--- src/rtl/pwm_counter.sv ---
// PWM timebase and comparator: edge- or centre-aligned counter with double-buffered
// period/duty/mode, registered PWM output and a one-cycle period-boundary pulse.
module pwm_counter #(
  parameter int CNT_WIDTH = 8
) (
  input  logic                 clk_in,
  input  logic                 rst_in,
  input  logic                 cnt_en,
  input  logic                 mode_in,
  input  logic [CNT_WIDTH-1:0] period_in,
  input  logic [CNT_WIDTH-1:0] duty_in,
  output logic [CNT_WIDTH-1:0] cnt_out,
  output logic                 dir_out,
  output logic                 tc_out,
  output logic                 pwm_out
);

  localparam logic [CNT_WIDTH-1:0] ONE = CNT_WIDTH'(1);

  logic [CNT_WIDTH-1:0] ps, ds;
  logic                 ms;
  logic [CNT_WIDTH-1:0] cnt_nxt;
  logic                 dir_nxt;
  logic                 bnd;

  always_comb begin
    cnt_nxt = cnt_out;
    dir_nxt = dir_out;
    bnd     = 1'b0;
    if (cnt_en) begin
      if (!ms) begin
        dir_nxt = 1'b0;
        if (cnt_out >= ps) begin
          cnt_nxt = '0;
          bnd     = 1'b1;
        end else begin
          cnt_nxt = cnt_out + ONE;
        end
      end else if (!dir_out) begin
        if (cnt_out < ps) begin
          cnt_nxt = cnt_out + ONE;
        end else if (ps <= ONE) begin
          // Ps of 0 or 1 has no down leg: the turn-around lands straight on the period start
          cnt_nxt = '0;
          dir_nxt = 1'b0;
          bnd     = 1'b1;
        end else begin
          cnt_nxt = ps - ONE;
          dir_nxt = 1'b1;
        end
      end else begin
        if (cnt_out > ONE) begin
          cnt_nxt = cnt_out - ONE;
        end else begin
          cnt_nxt = '0;
          dir_nxt = 1'b0;
          bnd     = 1'b1;
        end
      end
    end
  end

  always_ff @(posedge clk_in or posedge rst_in) begin
    if (rst_in) begin
      cnt_out <= '0;
      dir_out <= 1'b0;
      tc_out  <= 1'b0;
      pwm_out <= 1'b0;
      ps      <= '0;
      ds      <= '0;
      ms      <= 1'b0;
    end else begin
      cnt_out <= cnt_nxt;
      dir_out <= dir_nxt;
      tc_out  <= bnd;
      pwm_out <= (cnt_out < ds);
      if (bnd) begin
        ps <= period_in;
        ds <= duty_in;
        ms <= mode_in;
      end
    end
  end

endmodule

--- config.mk ---
export PLATFORM = sky130hd
export DESIGN_NAME = pwm_counter
export DESIGN_NICKNAME = d
export VERILOG_FILES = /design/src/rtl/pwm_counter.sv
export SDC_FILE = /design/constraint.sdc
export NUM_CORES = 1
export LEC_CHECK = 0
export ABC_CLOCK_PERIOD_IN_PS = 3400
export BUFFER_PORTS_ARGS = -buffer_cell sky130_fd_sc_hd__clkbuf_2
export CAP_MARGIN = 20
export CORE_ASPECT_RATIO = 1.25
export CORE_MARGIN = 4
export CORE_UTILIZATION = 58
export CTS_BUF_LIST = sky130_fd_sc_hd__clkbuf_16
export DETAILED_ROUTE_END_ITERATION = 7
export PLACE_DENSITY = 0.85
export SLEW_MARGIN = 0
export SYNTH_ARGS = -nofsm -noshare
export SYNTH_HDL_FRONTEND = slang
export SYNTH_SLANG_ARGS = --single-unit
--- constraint.sdc ---
create_clock -name clk_in -period 3.4 [get_ports clk_in]
set_input_delay 0 -clock clk_in [delete_from_list [all_inputs] [get_ports clk_in]]
set_output_delay 0 -clock clk_in [all_outputs]
set_load 0.01 [all_outputs]
==> out/metrics.yaml <==
status: "finished, final reports clean"
drt_first_pass_iters: 4
place_area_um2: 2400
cts_setup_buffers: 0
route.met2.wl_mm: 2.97
cts_tree: "done"
drive_above_1_share_pct: 22.0
final_cell_mix: "30 x clkbuf_2, 28 x dfrtp_1, 25 x inv_1, 20 x ha_1, 18 x dlygate4sd3_1"
antenna_left: 0
arrival_ns: 3.02
grt-ovfl-total: 0
synth_ff_type: "dfrtp_1"
top_layer_used: "met4"
wl_mm: 5.55
clock_latency_ns: 0.27
ir_drop_mv: 0.537
period_minus_slack_ns: 2.87
maxCapViolCount: 0
nets: 327
end_kind: "flip-flop"
async_flop_share_pct: 100
mostFrequentLayoutCell: "clkbuf_2"
tightest_slew_ns: 0.608
syn-cell-area_um2: 2250
dp_hpwl_mm: 3.90
ios: 31
cts_resized: 0
clk_pin_slew_ns: 0.07
grt_start_max_net_pins: 29
via_count: 1998
final_hold_viol_count: 0
syn_area_per_cell_um2: 9.29
yosysWarnings: 0
cts_buffer_depth: 2
path_buf_inv: 1
p_leak_nw: 1.25
core_um2: 3750
finalNonFillerCells: 326
path_cells: "ha_1 > a21oi_1 > o21a_1 > and2_1 > nand2_1 > a31oi_4 > buf_4 > mux2_2"
die_w_um: 63.7
die_y_um: 77.6
drt_iter0_markers: 221
dp_cells: 303
syn2layout_area_growth_pct: 20.7
synth_edf_count: 0
wl_met3_um: 267
skew_ns: 0.00506
start_util_pct: 59.9
wirelength_met1_mm: 2.24
numPortBuffers: 30
clkSinkCount: 28
critical_path.max_stage_delay_ns: 0.61
period_share_pct: 84.4
antenna_found_initial: 0
row_count: 25
start_kind: "flip-flop"
yosysUniqueCellTypes: 51
ys_seq_area_share_pct: 31.2
synth-seq-cells: 28
path_class: "flip-flop to flip-flop"
fmax_mhz: 349
crit_required_ns: 3.55
clockRootBuffer: "clkbuf_16"
finalInstanceArea_um2: 2710
dieArea_um2: 4940
routabilityCongestion: 0.929
grt_pass1_wl_mm: 9.30
finalSetupViolCount: 0
grt_pass1_vias: 1983
max-slew-margin-rel_pct: 59.3
p_per_area_nw_per_um2: 1010
cts_inserted_buffers: 3
critPathTopFamily: "compound AO/OA/AOI/OAI gates"
rsz0062_at_grt: "no"
grt_use_total_pct: 23.6
min_path_type: "primary input to flip-flop"
diodes: 0
critical-path-slowest-cell: "dfrtp_1"
wl_per_cell_um: 17.0
syn_inst: 242
final.setup.tns_ns: 0
viasPerCell: 6.13
cp_max_fo: 17
drcViolationCount: 0
htreeDepth: 1
slew_violations: 0
syn-num-nets: 282
## worst reg2reg max path: stages, from the launching register on
cell and delay (ns):
dfrtp_1 0.61, ha_1 0.33, a21oi_1 0.23, o21a_1 0.34, and2_1 0.19, nand2_1 0.17
a31oi_4 0.21, buf_4 0.29, mux2_2 0.38
## routing by layer
metal  track usage, %  vias up
li1                 -      962
met1             29.0      961
met2             42.2       66
met3             2.89        9
met4             7.99        0
met5                0        -
## cell usage after synthesis (2+ instances only)
master	instances	area, um2
o211ai_1	4	30.0
inv_1	25	93.8
o41ai_1	2	17.5
mux2i_1	3	30.0
a22oi_1	3	22.5
xnor2_1	10	87.6
o31ai_1	2	15.0
o21ai_0	10	50.1
or4_4	2	22.5
and2_1	2	12.5
buf_2	2	10.0
a21oi_1	14	70.1
a211oi_1	2	15.0
nand3_1	9	45.0
nor3_1	10	50.1
o21a_1	4	30.0
nand2_1	13	48.8
nand2b_1	2	12.5
buf_6	2	22.5
dfrtp_1	28	701
or4_1	2	15.0
ha_1	20	250
mux2_2	9	101
nor4_1	4	25.0
clkbuf_1	6	22.5
a2111oi_0	2	17.5
nor2_1	17	63.8
nand4_1	2	12.5
mux2_4	9	135
## cell families after synthesis
logic type | Yosys count | synth area share, %
and+or+nand+nor | 70 | 16.8
AOI/OAI and AO/OA | 57 | 18.2
adders and majority gates | 20 | 11.1
buffers and inverters | 35 | 6.62
DFF | 28 | 31.2
muxes | 21 | 11.9
xor gates and xnor gates | 11 | 4.28
## final cells by class
type	count	area, um2
Multi-Input combinational cell	179	1400
Fill cell	272	1040
Sequential cell	28	701
Timing Repair Buffer	50	365
Inverter	25	93.8
Clock buffer	3	75.1
Tap cell	40	50.0
Clock inverter	1	30.0
## stage by stage
| step | utilization [%] | hold WS [ns] | setup slack [ns] | total power [mW] |
|---|---|---|---|---|
| detailed placement | 64.0 | 0.236 | 0.689 | 2.31 |
| CTS | 71.3 | 0.000620 | 0.582 | 2.70 |
| global placement | 64.0 | 0.232 | 0.757 | 2.26 |
| floorplan | - | 0.0654 | 0.951 | 1.94 |
| finish | 72.3 | 0.208 | 0.531 | 2.73 |
| global route | 72.3 | 0.219 | 0.374 | 2.95 |
## what timing repair did
item,4_1_cts,5_1_grt
setup endpoints to repair,0,0
hold buffers,17,1
endpoints found under the hold margin,17,12
## state kept, by name, indices dropped and copies added (netlist names)
name     flops
pwm_out      1
dir_out      1
ms           1
cnt_out      8
ds           8
ps           8
tc_out       1
## report_power, final
| group | switching (mW) | internal [mW] | total (mW) |
|---|---|---|---|
| logic | 0.850 | 0.748 | 1.60 |
| clock network | 0.118 | 0.235 | 0.353 |
| registers | 0.283 | 0.501 | 0.784 |
## worst paths after layout
path	slack [ns]	startpoint	depth (start not counted)	endpoint
worst max-delay path	0.53	cnt_out[5]	8	ps[5]
worst min-delay path	0.21	cnt_en	3	dir_out
worst max register to register	0.53	cnt_out[5]	8	ps[5]
worst min register to register	0.52	ds[3]	1	ds[3]
max in group asynchronous	2.61	rst_in	4	ps[5]
min in group asynchronous	0.32	rst_in	3	ds[2]
Note: power is estimated with default switching activity, not from simulation.
